<file path="config.mk">
export PLATFORM = sky130hd
export DESIGN_NAME = ws2811_stream_encoder
export DESIGN_NICKNAME = d
export VERILOG_FILES = /design/src/rtl/ws2811_pkg.sv /design/src/rtl/ws2811_bit_cell.sv /design/src/rtl/ws2811_stream_encoder.sv
export SDC_FILE = /design/constraint.sdc
export NUM_CORES = 1
export LEC_CHECK = 0
export BUFFER_PORTS_ARGS = -buffer_cell sky130_fd_sc_hd__buf_2
export CAP_MARGIN = 20
export CELL_PAD_IN_SITES_DETAIL_PLACEMENT = 2
export CELL_PAD_IN_SITES_GLOBAL_PLACEMENT = 2
export CORE_MARGIN = 3
export CORE_UTILIZATION = 42
export CTS_CLUSTER_DIAMETER = 80
export DETAILED_ROUTE_END_ITERATION = 6
export PLACE_DENSITY = 0.93
export SKIP_LAST_GASP = 1
export SLEW_MARGIN = 20
export SYNTH_ARGS = -nofsm -noshare
export SYNTH_HDL_FRONTEND = slang
export SYNTH_SLANG_ARGS = --single-unit
</file>
<file path="constraint.sdc">
create_clock -name i_clk -period 8.05 [get_ports i_clk]
set_clock_uncertainty 0.15 [all_clocks]
set_input_delay 0.805 -clock i_clk [delete_from_list [all_inputs] [get_ports i_clk]]
set_output_delay 0.805 -clock i_clk [all_outputs]
set_load 0.02 [all_outputs]
</file>
<file path="src/rtl/ws2811_pkg.sv">
// Shared definitions for the WS2811 stream encoder.
// Holds the FSM encoding, a counter-width helper and 12.8 MHz timing defaults.
package ws2811_pkg;

  typedef enum logic [1:0] {
    StIdle  = 2'd0,
    StCell  = 2'd1,
    StLatch = 2'd2
  } state_e;

  localparam int unsigned DefTbitCyc  = 16;
  localparam int unsigned DefT0hCyc   = 4;
  localparam int unsigned DefT1hCyc   = 12;
  localparam int unsigned DefResetCyc = 640;

  // Bits needed to count 0..n-1, never less than one.
  function automatic int unsigned cnt_width(input int unsigned n);
    int unsigned w;
    w = 1;
    while ((64'd1 << w) < 64'(n)) w++;
    return w;
  endfunction

endpackage

</file>
<file path="src/rtl/ws2811_bit_cell.sv">
// One WS2811 bit cell: cycle counter plus high/low compare.
// The output is registered from next-cycle inputs so the pin tracks the cell counter directly.
module ws2811_bit_cell
  import ws2811_pkg::*;
#(
  parameter int unsigned TBIT_CYC = DefTbitCyc,
  parameter int unsigned T0H_CYC  = DefT0hCyc,
  parameter int unsigned T1H_CYC  = DefT1hCyc
) (
  input  logic i_clk,
  input  logic i_rst_n,
  input  logic i_active,
  input  logic i_active_next,
  input  logic i_bit_next,
  output logic o_ws2811,
  output logic o_cell_last
);

  localparam int unsigned CW = cnt_width(TBIT_CYC);
  localparam logic [CW-1:0] LastCnt = CW'(TBIT_CYC - 1);
  localparam logic [CW-1:0] T0hCnt  = CW'(T0H_CYC);
  localparam logic [CW-1:0] T1hCnt  = CW'(T1H_CYC);

  logic [CW-1:0] r_cellcnt;
  logic [CW-1:0] w_cellcnt_d;
  logic          r_ws2811;
  logic          w_ws2811_d;
  logic          w_last;

  always_comb begin
    w_last      = i_active && (r_cellcnt == LastCnt);
    w_cellcnt_d = '0;
    if (i_active && !w_last) begin
      w_cellcnt_d = r_cellcnt + CW'(1);
    end
    w_ws2811_d = i_active_next && (w_cellcnt_d < (i_bit_next ? T1hCnt : T0hCnt));
  end

  always_ff @(posedge i_clk or negedge i_rst_n) begin
    if (!i_rst_n) begin
      r_cellcnt <= '0;
      r_ws2811  <= 1'b0;
    end else begin
      r_cellcnt <= w_cellcnt_d;
      r_ws2811  <= w_ws2811_d;
    end
  end

  assign o_ws2811    = r_ws2811;
  assign o_cell_last = w_last;

endmodule

</file>
<file path="src/rtl/ws2811_stream_encoder.sv">
// WS2811 stream encoder: valid/ready byte input, gap-free bit cells, latch gap after each frame
// and underrun recovery that abandons the partial frame.
module ws2811_stream_encoder
  import ws2811_pkg::*;
#(
  parameter int unsigned TBIT_CYC      = DefTbitCyc,
  parameter int unsigned T0H_CYC       = DefT0hCyc,
  parameter int unsigned T1H_CYC       = DefT1hCyc,
  parameter int unsigned RESET_CYC     = DefResetCyc,
  parameter int unsigned NUM_LEDS      = 60,
  parameter int unsigned BYTES_PER_LED = 3,
  parameter bit          MSB_FIRST     = 1'b1
) (
  input  logic       i_clk,
  input  logic       i_rst_n,
  input  logic [7:0] i_s_data,
  input  logic       i_s_valid,
  output logic       o_s_ready,
  output logic       o_ws2811,
  output logic       o_busy,
  output logic       o_frame_done,
  output logic       o_frame_err
);

  localparam int unsigned FrameBytes = NUM_LEDS * BYTES_PER_LED;
  localparam int unsigned BW = cnt_width(FrameBytes);
  localparam int unsigned GW = cnt_width(RESET_CYC);
  localparam logic [BW-1:0] LastByte = BW'(FrameBytes - 1);
  localparam logic [GW-1:0] LastGap  = GW'(RESET_CYC - 1);

  state_e        r_state, w_state_d;
  logic [7:0]    r_hold, w_hold_d;
  logic          r_hold_valid, w_hold_valid_d;
  logic [7:0]    r_shift, w_shift_d;
  logic [2:0]    r_bitcnt, w_bitcnt_d;
  logic [BW-1:0] r_bytecnt, w_bytecnt_d;
  logic [GW-1:0] r_gapcnt, w_gapcnt_d;
  logic          r_frame_ok, w_frame_ok_d;

  logic w_take;
  logic w_load;
  logic w_cell_last;
  logic w_byte_last;
  logic w_in_cell;
  logic w_in_cell_next;
  logic w_bit_next;

  assign o_s_ready      = ~r_hold_valid;
  assign o_busy         = (r_state != StIdle);
  assign w_take         = i_s_valid & o_s_ready;
  assign w_in_cell      = (r_state == StCell);
  assign w_in_cell_next = (w_state_d == StCell);

  always_comb begin
    w_state_d      = r_state;
    w_hold_d       = r_hold;
    w_hold_valid_d = r_hold_valid;
    w_shift_d      = r_shift;
    w_bitcnt_d     = r_bitcnt;
    w_bytecnt_d    = r_bytecnt;
    w_gapcnt_d     = r_gapcnt;
    w_frame_ok_d   = r_frame_ok;
    w_load         = 1'b0;
    o_frame_done   = 1'b0;
    o_frame_err    = 1'b0;
    w_byte_last    = w_cell_last && (r_bitcnt == 3'd7);

    unique case (r_state)
      StIdle: begin
        if (r_hold_valid) begin
          w_load      = 1'b1;
          w_bytecnt_d = '0;
          w_bitcnt_d  = '0;
          w_state_d   = StCell;
        end
      end
      StCell: begin
        if (w_cell_last) begin
          w_bitcnt_d = r_bitcnt + 3'd1;
        end
        if (w_byte_last) begin
          if (r_bytecnt == LastByte) begin
            w_state_d    = StLatch;
            w_gapcnt_d   = '0;
            w_bytecnt_d  = '0;
            w_frame_ok_d = 1'b1;
          end else if (r_hold_valid) begin
            // Reload straight from hold so the next byte's first cell follows with no gap.
            w_load      = 1'b1;
            w_bytecnt_d = r_bytecnt + BW'(1);
          end else begin
            o_frame_err  = 1'b1;
            w_state_d    = StLatch;
            w_gapcnt_d   = '0;
            w_bytecnt_d  = '0;
            w_frame_ok_d = 1'b0;
          end
        end
      end
      StLatch: begin
        if (r_gapcnt == LastGap) begin
          o_frame_done = r_frame_ok;
          w_frame_ok_d = 1'b0;
          w_gapcnt_d   = '0;
          w_state_d    = StIdle;
        end else begin
          w_gapcnt_d = r_gapcnt + GW'(1);
        end
      end
      default: begin
        w_state_d = StLatch;
        w_gapcnt_d = '0;
      end
    endcase

    if (w_load) begin
      w_shift_d      = r_hold;
      w_hold_valid_d = 1'b0;
    end else if (w_take) begin
      w_hold_valid_d = 1'b1;
    end
    if (w_take) begin
      w_hold_d = i_s_data;
    end

    w_bit_next = MSB_FIRST ? w_shift_d[3'd7 - w_bitcnt_d] : w_shift_d[w_bitcnt_d];
  end

  always_ff @(posedge i_clk or negedge i_rst_n) begin
    if (!i_rst_n) begin
      r_state      <= StLatch;
      r_hold       <= '0;
      r_hold_valid <= 1'b0;
      r_shift      <= '0;
      r_bitcnt     <= '0;
      r_bytecnt    <= '0;
      r_gapcnt     <= '0;
      r_frame_ok   <= 1'b0;
    end else begin
      r_state      <= w_state_d;
      r_hold       <= w_hold_d;
      r_hold_valid <= w_hold_valid_d;
      r_shift      <= w_shift_d;
      r_bitcnt     <= w_bitcnt_d;
      r_bytecnt    <= w_bytecnt_d;
      r_gapcnt     <= w_gapcnt_d;
      r_frame_ok   <= w_frame_ok_d;
    end
  end

  ws2811_bit_cell #(
    .TBIT_CYC (TBIT_CYC),
    .T0H_CYC  (T0H_CYC),
    .T1H_CYC  (T1H_CYC)
  ) u_bit_cell (
    .i_clk         (i_clk),
    .i_rst_n       (i_rst_n),
    .i_active      (w_in_cell),
    .i_active_next (w_in_cell_next),
    .i_bit_next    (w_bit_next),
    .o_ws2811      (o_ws2811),
    .o_cell_last   (w_cell_last)
  );

endmodule

</file>
==> flow_summary.json <==
{
  "cellLeakagePower_uw": 0.00112,
  "max_stage_delay_ns": 0.73,
  "place_area_um2": 2480,
  "grt_max_degree": 47,
  "setup-violations-final": 0,
  "firstDrtPassIters": 4,
  "synth_cell_types": 46,
  "cap_violations": 0,
  "drt_iter0_drc": 48,
  "cpMostUsedCell": "ha_1",
  "synth_top_family_by_area": "simple AND/OR/NAND/NOR gates",
  "coreArea_um2": 5270,
  "fp.dieH_um": 80.9,
  "vias_per_cell": 5.83,
  "required_ns": 8.14,
  "min_period_ns": 3.45,
  "dieArea_um2": 6550,
  "async_reset_ff_share_pct": 100,
  "vias": 1783,
  "status": "complete, no violations",
  "grt-ovfl-total": 0,
  "synth_edf_count": 0,
  "ys_seq_elements": 46,
  "clk_path_buf_depth": 2,
  "yosysWarningCount": 0,
  "wl_per_cell_um": 21.9,
  "slew_headroom_pct": 38.2,
  "hold_viol": 0,
  "final_area_um2": 2580,
  "final_common_cell": "dfrtp_1",
  "htree_levels": 2,
  "synth-simple-area-share_pct": 18.0,
  "tns_ns": 0,
  "antenna_found_initial": 0,
  "cp-end-kind": "flop",
  "synth-xor-area-share_pct": 3.34,
  "path_cells": "ha_1 -> ha_1 -> and4_1 -> o41ai_2 -> a211oi_4 -> a221oi_1 -> a2111oi_0 -> nor4_1 -> ha_1 -> a21oi_1 -> and2_1",
  "insertion_delay_ns": 0.30,
  "wirelength_mm": 6.71,
  "grt_usage_pct": 22.7,
  "peakVddDrop_uv": 139,
  "cts_sinks": 46,
  "drive_gt1_share_pct": 19.5,
  "ys.flop_type": "dfrtp_1",
  "seq_area_frac_synth_pct": 48.9,
  "cts_made_buffers": 5,
  "max_freq_mhz": 290,
  "syn-num-nets": 238,
  "powerDensity_nw_per_um2": 269,
  "die_w_um": 80.9,
  "cts.clk_slew.worst_paths_ns": 0.09,
  "synth.area.mux_share_pct": 10.7,
  "rsz0062_at_grt": "no",
  "cts_resized": 0,
  "place_congestion": 0.764,
  "rows": 26,
  "cts_setup_buffers": 0,
  "crit_arrival_ns": 3.54,
  "syn_inst": 221,
  "netlist_area_um2": 2360,
  "period_share_pct": 42.9,
  "synth_compound_area_share_pct": 13.1,
  "maxSlewViolCount": 0,
  "hp-class": "in -> async",
  "path_class": "reg -> reg",
  "grt_pass1_vias": 2072,
  "initial_utilization_pct": 44.8,
  "area_growth_syn_to_layout_pct": 9.34,
  "synth.avg_cell_area_um2": 10.7,
  "start_kind": "flop",
  "synthAdderAreaFrac_pct": 3.18,
  "grt_pass1_wl_mm": 11.2,
  "nFillCells": 563,
  "dp_hpwl_mm": 4.52,
  "drc": 0,
  "worst_pin_slew_ns": 0.927,
  "slowest_stage": "a211oi_4",
  "final_cell_mix": "dfrtp_1 (45), o21ai_0 (23), nor2_1 (20)",
  "diodes": 0,
  "ant_nets": 0,
  "cts_tree": "done",
  "fin_nets": 252,
  "holdBufCountCts": 0,
  "crit_family": "compound AO/OA/AOI/OAI gates",
  "path_buf_inv": 0,
  "io_pins": 16,
  "port_buffers": 15,
  "path_max_fanout": 17,
  "cts_root_buffer": "clkbuf_8"
}
-- final timing paths --
check	start	endpoint	slack, ns	depth (start not counted)
min reg2reg	r_gapcnt[5]$_DFFE_PN0P_	r_gapcnt[5]$_DFFE_PN0P_	0.37	1
max reg2reg	r_bitcnt[0]$_DFF_PN0_	u_bit_cell.o_ws2811$_DFF_PN0_	4.60	11
min	i_rst_n	u_bit_cell.o_ws2811$_DFF_PN0_	0.35	1
min in group i_clk	r_gapcnt[5]$_DFFE_PN0P_	r_gapcnt[5]$_DFFE_PN0P_	0.37	1
max in group asynchronous	i_rst_n	r_bitcnt[1]$_DFF_PN0_	6.99	1
max	r_bitcnt[0]$_DFF_PN0_	u_bit_cell.o_ws2811$_DFF_PN0_	4.60	11
-- cells in the mapped netlist (all sizes together) (2+ instances only) --
cell type	number	area [µm²]
mux2i	6	72.6
nand2	17	66.3
and3	4	25.0
nor3b	2	15.0
nor2b	2	12.5
a21oi	5	25.0
xor2	5	43.8
nand3	9	50.1
mux2	16	180
o21ai	23	115
and2	3	18.8
dfrtp	45	1130
clkbuf	4	15.0
a221oi	4	35.0
o21a	3	22.5
buf	4	25.0
nor4	5	31.3
xnor2	4	35.0
nand4	5	31.3
nor2	21	95.1
ha	6	75.1
nand2b	2	20.0
a2111oi	4	36.3
inv	7	26.3
nand4b	2	17.5
-- registers in the layout, summed over array words and instances, names as in the netlist --
| register | flops |
|---|---|
| r_shift | 8 |
| r_hold | 8 |
| u_bit_cell.r_cellcnt | 4 |
| u_bit_cell.o_ws2811 | 1 |
| r_gapcnt | 10 |
| r_bytecnt | 8 |
| r_bitcnt | 3 |
| r_frame_ok | 1 |
| r_state | 2 |
| r_hold_valid | 1 |
-- stage by stage --
step           utilization (%)  hold slack [ns]  power [µW]  setup WS [ns]  instances
6_report                  48.9            0.349         694           4.60        306
5_1_grt                   48.9            0.384         738           4.24        306
4_1_cts                   48.9            0.372         699           4.65        306
3_5_place_dp              47.1            0.347         540           4.67        298
3_3_place_gp              47.1            0.321         511           4.92        298
2_1_floorplan                -            0.306         467           5.39        221
-- report_power, final --
part           total, µW  internal (µW)  switching, µW
registers            348            289           58.9
logic                197           93.8            103
clock network        148           69.1           79.3
total                694            452            242
-- final cells by class --
| cell class | instances | area [µm²] | area share (%) |
|---|---|---|---|
| multi-input combinational | 160 | 1140 | 44.2 |
| timing repair buffer | 15 | 77.6 | 3.01 |
| sequential | 46 | 1150 | 44.7 |
| tap | 70 | 87.6 | 3.40 |
| clock inverter | 2 | 12.5 | 0.485 |
| inverter | 7 | 26.3 | 1.02 |
| clock buffer | 6 | 82.6 | 3.20 |
-- worst register-to-register path: stages, from the launching register on --
cell	delay, ns
dfrtp_1	0.48
ha_1	0.20
ha_1	0.19
and4_1	0.26
o41ai_2	0.12
a211oi_4	0.73
a221oi_1	0.12
a2111oi_0	0.45
nor4_1	0.13
ha_1	0.32
a21oi_1	0.12
and2_1	0.14
-- cell families (layout without fill, tap and decap cells) --
family,Yosys count,after routing
AND/OR/NAND/NOR,77,77
AO/OA/AOI/OAI,46,46
flip-flops,46,46
multiplexers,22,22
buffers and inverters,15,30
XOR/XNOR,9,9
adder cells (fa/ha/maj),6,6
-- per-layer routing --
layer  vias up  routed length [µm]  GRT usage (%)
li1        825                   -              -
met1       921                2920           28.7
met2        24                3530           39.8
met3        13                 109           3.10
met4         0                 151           7.94
met5         -                   0              0
Note: power is estimated with default switching activity, not from simulation.
